<file path="src/rtl/video_pkg.sv">
// Shared pixel-stream types, frame geometry and colour-bar palette for the video pipeline.
package video_pkg;

  localparam int IMAGE_WIDTH  = 320;
  localparam int IMAGE_HEIGHT = 240;
  localparam int FRAME_PIXELS = IMAGE_WIDTH * IMAGE_HEIGHT;

  typedef struct packed {
    logic [3:0] r;
    logic [3:0] g;
    logic [3:0] b;
  } pixel_t;

  typedef struct packed {
    logic   sop;
    logic   eop;
    pixel_t pixel;
  } stream_beat_t;

  // Left-to-right bar colours: white, yellow, cyan, green, magenta, red, blue, black.
  localparam pixel_t COLOUR_BARS [8] = '{
    12'hFFF, 12'hFF0, 12'h0FF, 12'h0F0, 12'hF0F, 12'hF00, 12'h00F, 12'h000
  };

  function automatic pixel_t colour_bar_pixel(input int col, input int width);
    logic [2:0] bar;
    bar = 3'd0;
    for (int i = 1; i < 8; i++) begin
      if (col >= i * (width / 8)) bar = 3'(i);
    end
    return COLOUR_BARS[bar];
  endfunction

endpackage

</file>
<file path="src/rtl/stream_skid_buffer.sv">
// Two-entry ready/valid buffer for {sop, eop, pixel} beats; exposes occupancy for credit-based upstream issue.
module stream_skid_buffer
  import video_pkg::*;
(
  input  logic         clk,
  input  logic         rst_n,
  input  logic         in_valid,
  input  stream_beat_t in_beat,
  input  logic         out_ready,
  output logic         out_valid,
  output stream_beat_t out_beat,
  output logic [1:0]   occupancy
);

  stream_beat_t head_q, head_d;
  stream_beat_t tail_q, tail_d;
  logic [1:0]   count_q, count_d;
  logic         pop;

  assign out_valid = (count_q != 2'd0);
  assign out_beat  = head_q;
  assign occupancy = count_q;
  assign pop       = out_valid && out_ready;

  // Head always holds the oldest beat so the output is stable while stalled.
  always_comb begin
    head_d  = head_q;
    tail_d  = tail_q;
    count_d = count_q;
    case (count_q)
      2'd0: begin
        if (in_valid) begin
          head_d  = in_beat;
          count_d = 2'd1;
        end
      end
      2'd1: begin
        if (in_valid && pop) begin
          head_d = in_beat;
        end else if (in_valid) begin
          tail_d  = in_beat;
          count_d = 2'd2;
        end else if (pop) begin
          count_d = 2'd0;
        end
      end
      default: begin
        if (pop) begin
          head_d = tail_q;
          if (in_valid) tail_d = in_beat;
          else          count_d = 2'd1;
        end
      end
    endcase
  end

  always_ff @(posedge clk) begin
    if (!rst_n) begin
      head_q  <= '0;
      tail_q  <= '0;
      count_q <= 2'd0;
    end else begin
      head_q  <= head_d;
      tail_q  <= tail_d;
      count_q <= count_d;
    end
  end

endmodule

</file>
<file path="src/rtl/frame_stream_reader.sv">
// Reads a stored frame in raster order and emits it as one sop/eop-framed ready/valid packet.
// FRAME_READER_TEST_PATTERN_EN adds a pattern_en input that substitutes internally generated colour bars.
module frame_stream_reader
  import video_pkg::*;
#(
  parameter int IMAGE_WIDTH  = video_pkg::IMAGE_WIDTH,
  parameter int IMAGE_HEIGHT = video_pkg::IMAGE_HEIGHT,
  parameter int ADDR_W       = 17
) (
  input  logic              clk,
  input  logic              rst_n,
  input  logic              start,
`ifdef FRAME_READER_TEST_PATTERN_EN
  input  logic              pattern_en,
`endif
  output logic              busy,
  output logic              frame_done,
  output logic              mem_rd_en,
  output logic [ADDR_W-1:0] mem_addr,
  input  logic [11:0]       mem_rdata,
  input  logic              ready_in,
  output logic              valid_out,
  output logic              startofpacket_out,
  output logic              endofpacket_out,
  output logic [11:0]       data_out
);

  // state  | meaning
  // IDLE   | waiting for start, outputs idle
  // STREAM | issuing reads and transferring pixels
  // DONE   | one-cycle frame_done pulse
  typedef enum logic [1:0] {IDLE, STREAM, DONE} state_t;

  localparam int N     = IMAGE_WIDTH * IMAGE_HEIGHT;
  localparam int CNT_W = ADDR_W + 1;
  localparam logic [CNT_W-1:0] CNT_END  = CNT_W'(N);
  localparam logic [CNT_W-1:0] CNT_LAST = CNT_W'(N - 1);

  state_t           state_q, state_d;
  logic             busy_q, busy_d;
  logic             frame_done_q, frame_done_d;
  logic [CNT_W-1:0] rd_cnt_q, rd_cnt_d;
  logic             rd_pend_q, rd_pend_d;
  logic             pend_sop_q, pend_sop_d;
  logic             pend_eop_q, pend_eop_d;

  logic             rd_issue;
  logic             pop;
  logic [2:0]       credit_used;
  logic [1:0]       occupancy;
  pixel_t           src_pix;
  stream_beat_t     in_beat, out_beat;

`ifdef FRAME_READER_TEST_PATTERN_EN
  localparam int COL_W = $clog2(IMAGE_WIDTH);
  logic             pattern_q, pattern_d;
  logic [COL_W-1:0] col_q, col_d;
  pixel_t           bar_pix_q, bar_pix_d;

  assign src_pix   = pattern_q ? bar_pix_q : pixel_t'(mem_rdata);
  assign mem_rd_en = rd_issue && !pattern_q;
`else
  assign src_pix   = pixel_t'(mem_rdata);
  assign mem_rd_en = rd_issue;
`endif

  // Read data lands in the buffer one cycle after the strobe, so a read issued
  // last cycle counts against the two buffer slots until it is pushed.
  assign pop         = valid_out && ready_in;
  assign credit_used = 3'(occupancy) + 3'(rd_pend_q);
  assign rd_issue    = (state_q == STREAM) && (rd_cnt_q != CNT_END) &&
                       (credit_used < (3'd2 + 3'(pop)));

  assign mem_addr   = rd_cnt_q[ADDR_W-1:0];
  assign busy       = busy_q;
  assign frame_done = frame_done_q;
  assign in_beat    = {pend_sop_q, pend_eop_q, src_pix};

  stream_skid_buffer u_skid (
    .clk       (clk),
    .rst_n     (rst_n),
    .in_valid  (rd_pend_q),
    .in_beat   (in_beat),
    .out_ready (ready_in),
    .out_valid (valid_out),
    .out_beat  (out_beat),
    .occupancy (occupancy)
  );

  assign startofpacket_out = valid_out && out_beat.sop;
  assign endofpacket_out   = valid_out && out_beat.eop;
  assign data_out          = out_beat.pixel;

  always_comb begin
    state_d      = state_q;
    busy_d       = busy_q;
    frame_done_d = 1'b0;
    rd_cnt_d     = rd_cnt_q;
    rd_pend_d    = rd_issue;
    pend_sop_d   = pend_sop_q;
    pend_eop_d   = pend_eop_q;
    if (rd_issue) begin
      pend_sop_d = (rd_cnt_q == '0);
      pend_eop_d = (rd_cnt_q == CNT_LAST);
      rd_cnt_d   = rd_cnt_q + CNT_W'(1);
    end
`ifdef FRAME_READER_TEST_PATTERN_EN
    pattern_d = pattern_q;
    col_d     = col_q;
    bar_pix_d = bar_pix_q;
    if (rd_issue) begin
      bar_pix_d = colour_bar_pixel(int'(col_q), IMAGE_WIDTH);
      col_d     = (col_q == COL_W'(IMAGE_WIDTH - 1)) ? '0 : col_q + COL_W'(1);
    end
`endif
    unique case (state_q)
      IDLE: begin
        if (start) begin
          state_d  = STREAM;
          busy_d   = 1'b1;
          rd_cnt_d = '0;
`ifdef FRAME_READER_TEST_PATTERN_EN
          pattern_d = pattern_en;
          col_d     = '0;
`endif
        end
      end
      STREAM: begin
        if (pop && endofpacket_out) begin
          state_d      = DONE;
          busy_d       = 1'b0;
          frame_done_d = 1'b1;
        end
      end
      DONE:    state_d = IDLE;
      default: state_d = IDLE;
    endcase
  end

  always_ff @(posedge clk) begin
    if (!rst_n) begin
      state_q      <= IDLE;
      busy_q       <= 1'b0;
      frame_done_q <= 1'b0;
      rd_cnt_q     <= '0;
      rd_pend_q    <= 1'b0;
      pend_sop_q   <= 1'b0;
      pend_eop_q   <= 1'b0;
`ifdef FRAME_READER_TEST_PATTERN_EN
      pattern_q    <= 1'b0;
      col_q        <= '0;
      bar_pix_q    <= '0;
`endif
    end else begin
      state_q      <= state_d;
      busy_q       <= busy_d;
      frame_done_q <= frame_done_d;
      rd_cnt_q     <= rd_cnt_d;
      rd_pend_q    <= rd_pend_d;
      pend_sop_q   <= pend_sop_d;
      pend_eop_q   <= pend_eop_d;
`ifdef FRAME_READER_TEST_PATTERN_EN
      pattern_q    <= pattern_d;
      col_q        <= col_d;
      bar_pix_q    <= bar_pix_d;
`endif
    end
  end

endmodule

</file>
<file path="config.mk">
export PLATFORM = sky130hd
export DESIGN_NAME = frame_stream_reader
export DESIGN_NICKNAME = d
export VERILOG_FILES = /design/src/rtl/video_pkg.sv /design/src/rtl/stream_skid_buffer.sv /design/src/rtl/frame_stream_reader.sv
export SDC_FILE = /design/constraint.sdc
export NUM_CORES = 1
export LEC_CHECK = 0
export ABC_CLOCK_PERIOD_IN_PS = 2350
export CAP_MARGIN = 5
export CORE_UTILIZATION = 52
export CTS_CLUSTER_DIAMETER = 50
export DETAILED_ROUTE_END_ITERATION = 16
export PLACE_DENSITY = 0.8
export REMOVE_ABC_BUFFERS = 1
export SETUP_SLACK_MARGIN = 0.3
export SLEW_MARGIN = 10
export SYNTH_ARGS = -nofsm -noshare
export SYNTH_HDL_FRONTEND = slang
export SYNTH_SLANG_ARGS = --single-unit
</file>
<file path="constraint.sdc">
create_clock -name clk -period 2.35 [get_ports clk]
set_input_delay 0.5875 -clock clk [delete_from_list [all_inputs] [get_ports clk]]
set_output_delay 0.5875 -clock clk [all_outputs]
set_load 0.05 [all_outputs]
</file>
* After elaboration in Yosys (flattened, before gate mapping)
Cells that the tools add are included.
** Storage, ports and cells
- Bits in registers :: 55
- Bits of input ports :: 16
- Logic and storage cells :: 79
** Operators by class
- Add/subtract/negate cells :: 3
- $lt $le $gt $ge :: 1
- Eq/ne operators :: 11
- Muxes and demuxes :: 25
- Bitwise logic cells :: 1
- Reduce and logical (&&, ||, !) cells :: 20
** Operator list (number)
- $mux W14 :: 6
- $pmux W14 S2 :: 2
- $mux W18 :: 3
- $add A18 B1 Y18 const B :: 1
- $eq A18 B17 Y1 const B :: 1
- $logic_not A18 Y1 :: 1
- $ne A18 B17 Y1 const B :: 1
- $mux W2 :: 8
- $reduce_and A3 Y1 :: 3
- $pmux W2 S2 :: 2
- $logic_and A1 B1 Y1 :: 7
- $ne A2 B2 Y1 const B :: 3
- $reduce_bool A2 Y1 :: 3
- $reduce_and A5 Y1 :: 1
- $eq A2 B1 Y1 const B :: 2
- $logic_not A2 Y1 :: 2
- $ne A2 B1 Y1 const B :: 2
- $reduce_and A2 Y1 :: 2
- $add A2 B1 Y3 :: 1
- $add A2 B1 Y3 const A :: 1
- $lt A3 B3 Y1 :: 1
- $mux W1 :: 3
- $ne A3 B1 Y1 const B :: 1
- $ne A3 B3 Y1 const B :: 1
- 3 further kinds :: 3

* Longest topological paths before layout
- Depth in word-level cells :: 8
- Mapped depth :: 7

* Modules after synthesis
From an unflattened synthesis, not the netlist that was laid out.
** Second synthesis, totals
- Cells, all modules :: 313
- Area, all modules :: 2864.0 um2
** Modules (own cells, without submodules)
- frame_stream_reader :: times used 1, cells each 165, area an instance 1436.4 um2, seq. area each 500.5 um2
- stream_skid_buffer :: times used 1, cells each 148, area an instance 1427.6 um2, seq. area each 600.6 um2

* Worst setup path after synthesis
No wires, ideal clock.
- Path type :: reg-to-output
- Start :: register rd_pend_q
- End :: output mem_rd_en
- Arrival :: 1682 ps
- Required time :: 1762 ps
- Setup slack :: 81 ps
- Stages on the path, launching flop included :: 7
- Buffers on the path :: 1
- Path through :: dfxtp_1 -> ha_1 -> ha_1 -> nor3b_4 -> o211ai_2 -> buf_6 -> inv_1
** On the way
- Cells in the longest elaborated chain, start to end :: 3
** Ends and longest elaborated chain
- start, declared :: line frame_stream_reader.sv:43 : logic rd_pend_q, rd_pend_d;
- start signal, assigned :: line frame_stream_reader.sv:159 : rd_pend_q <= rd_pend_d;
- $add A2 B1 Y3 :: line frame_stream_reader.sv:70 : assign credit_used = 3'(occupancy) + 3'(rd_pend_q);
- $lt A3 B3 Y1 :: line frame_stream_reader.sv:72 : (credit_used < (3'd2 + 3'(pop)));
- $logic_and A1 B1 Y1 :: line frame_stream_reader.sv:71 : assign rd_issue = (state_q == STREAM) && (rd_cnt_q != CNT_END) &&
- end, declared :: line frame_stream_reader.sv:18 : output logic mem_rd_en,
No other way between the ends.

* Worst setup path after layout
Ends and elaborated chain as after synthesis.

==> summary.md <==
| Metric | Value |
|---|---|
| Gr usage total | 0.202 |
| GR Overflow Total | 0 |
| IO Port Bufs | 50 |
| Routed vias | 2263 |
| Vias in the first global route | 1974 |
| Clock sink total | 55 |
| Cells after DPL | 397 |
| FF/Latch Area | 1120 um^2 |
| Kind of critical path | flip-flop to output pin |
| CTS tree | built |
| Max Clock Skew | 0.00977 ns |
| Final worst-path cycle share | 0.932 |
| DR iter-0 viols | 101 |
| Initial Utilization | 0.539 |
| Final setup viols | 0 |
| Global-route wire length before repair | 8.76 mm |
| CTS Hold Buffers Added | 0 |
| Die area | 5590 um^2 |
| Post-synth EDFFs | 0 |
| Max VDD drop | 0.348 mV |
| Flop and latch count out of synthesis | 55 |
| Pwr dens | 527 nW/um^2 |
| Fin cells | 412 |
| Sequential area share after synthesis | 0.400 |
| Vias per inst | 5.49 |
| Total power | 1.79 mW |
| Final wirelength | 5.80 mm |
| Pin count of the biggest net entering global routing | 32 |
| Initial antenna violation count | 0 |
| Setup crit end kind | output pin |
| Clk slew on worst S/H paths | 0.10 ns |
| DIE WIDTH | 74.8 um |
| Routed wire per std cell | 14.1 um |
| Commonest cells after routing, fill and taps aside | nor2_1, dfxtp_1, mux2i_1 |
| Startpoint class of the critical path | flip-flop |
| TritonRoute pass-1 iters | 4 |
| Leak | 1.59 nW |
| Max FO, Critical Path | 4 |
| Ant. Diodes | 0 |
| Finished Core Util | 0.663 |
| Clock Path Buffers | 2 |
| FMAX | 457 MHz |
| FP Rows | 26 |
| Gpl congestion | 0.799 |
| Asr flop ratio synth | 0 |
| IO Pins | 51 |
| Slew Limit Fails | 0 |
| Syn avg cell area | 8.88 um^2 |
| Area of the multi-input gates | 1370 um^2 |
| Tmin final | 2.19 ns |
| TritonCTS buffer count | 5 |
| Fraction of final layout cells sized beyond drive strength 1 | 0.161 |
| Fillers | 429 |
| Hold Path Class | flip-flop to flip-flop |
| Hold Fails Final Rpt | 0 |
| Final net count | 361 |
| Root Buffer | clkbuf_8 |
| Die height | 74.8 um |
| Worst slew pin tran | 0.510 ns |
| Netlist cell types | 50 |
| Yosys warns | 0 |
| Status | finished, final reports clean |
| Most common cell after layout, fill and taps aside | nor2_1 |
| Clock Latency Late Sink | 0.31 ns |
| WP data arrival | 1.60 ns |
| Normalized max-slew margin | 0.659 |
| Post-route ant nets | 0 |
| Hpwl dp | 4.00 mm |
| Htree depth | 2 |
| Layout area overhead | 23.1% |
| Core Area | 5110 um^2 |
| RSZ-0062 raised after global routing | yes |
| Mapped Area | 2750 um^2 |
| Cells after Synth | 310 |
| DR DRC count | 0 |
| Max-cap viol count | 0 |
| Post-synth top flop | dfxtp_1 |
| Critical path required time | 1.76 ns |
## where the power goes
| part | leakage, nW | switching, mW | total, mW | internal, mW |
|---|---|---|---|---|
| sequential | 0.453 | 0.0186 | 0.973 | 0.955 |
| clock | 0.0443 | 0.316 | 0.530 | 0.214 |
| combinational | 1.10 | 0.171 | 0.284 | 0.113 |
| total | 1.59 | 0.506 | 1.79 | 1.28 |
## metal layers
metal / GRT usage / share of wire / vias up
met5: 0 / 0 / -
met4: 0.0566 / 0.011 / 0
met3: 0.0535 / 0.045 / 7
met2: 0.354 / 0.50 / 53
met1: 0.245 / 0.45 / 1071
li1: - / - / 1132
## final cells by class
type,instances,share of cell area
Multi-Input combinational cell,201,0.404
Sequential cell,55,0.332
Timing Repair Buffer,67,0.199
Tap cell,70,0.0258
Clock buffer,5,0.0203
Inverter,11,0.0122
Clock inverter,3,0.00739
## flip-flops by register name, indices dropped and copies added (netlist names)
register          flops
u_skid.tail_q        14
u_skid.out_beat      14
busy                  1
pend_sop_q            1
u_skid.occupancy      2
rd_pend_q             1
frame_done            1
pend_eop_q            1
state_q               2
rd_cnt_q             18
## synth_stat cells, drive strengths merged (6+ instances only)
| library cell | instances | area share |
|---|---|---|
| nand4 | 6 | 0.016 |
| a211oi | 14 | 0.038 |
| nor2 | 47 | 0.064 |
| mux2i | 28 | 0.10 |
| nand3 | 11 | 0.020 |
| a21oi | 9 | 0.016 |
| o21ai | 12 | 0.023 |
| inv | 10 | 0.014 |
| nand2 | 13 | 0.018 |
| buf | 39 | 0.10 |
| dfxtp | 55 | 0.40 |
## worst paths after layout
check	endpoint	slack (ns)	cells after the start	from
worst max register to register	rd_cnt_q[16]$_SDFF_PN0_	0.33	8	rd_pend_q$_SDFF_PN0_
worst min-delay path	pend_sop_q$_SDFFE_PN0P_	0.48	2	pend_sop_q$_SDFFE_PN0P_
worst min register to register	pend_sop_q$_SDFFE_PN0P_	0.48	2	pend_sop_q$_SDFFE_PN0P_
worst max-delay path	mem_rd_en	0.16	6	rd_pend_q$_SDFF_PN0_
## metrics by stage
step           TNS, ns  worst slack (ns)  hold slack (ns)  area, um^2
3_3_place_gp         0             0.104            0.473        3180
4_1_cts              0            0.0602            0.488        3250
5_1_grt              0            0.0855            0.522        3390
6_report             0             0.160            0.483        3390
3_5_place_dp         0            0.0408            0.474        3180
2_1_floorplan   -0.458            -0.185            0.457        2460
## cell families (layout without fill, tap and decap cells)
kind of cell / count (synthesis) / after routing / synth area share
xor+xnor: 5 / 5 / 0.0159
mux: 28 / 28 / 0.102
flops: 55 / 55 / 0.400
simple gates: 110 / 110 / 0.206
buf+inv: 54 / 86 / 0.120
fa+ha+maj: 4 / 4 / 0.0182
compound gates: 54 / 54 / 0.138
## repair_timing
action	4_1_cts	5_1_grt
pin swaps	1	6
gates resized for setup	24	33
endpoints found under the setup margin	27	14
buffers inserted	1	6
hold endpoints to repair	0	0
## worst max-delay path, cell delays in order, from the launching register on
cell and delay, ns:
dfxtp_4 0.37, ha_2 0.18, ha_2 0.19, nor3b_4 0.23, o211ai_2 0.12, inv_2 0.08
buf_12 0.13
Power figures use the tool's default switching activity.
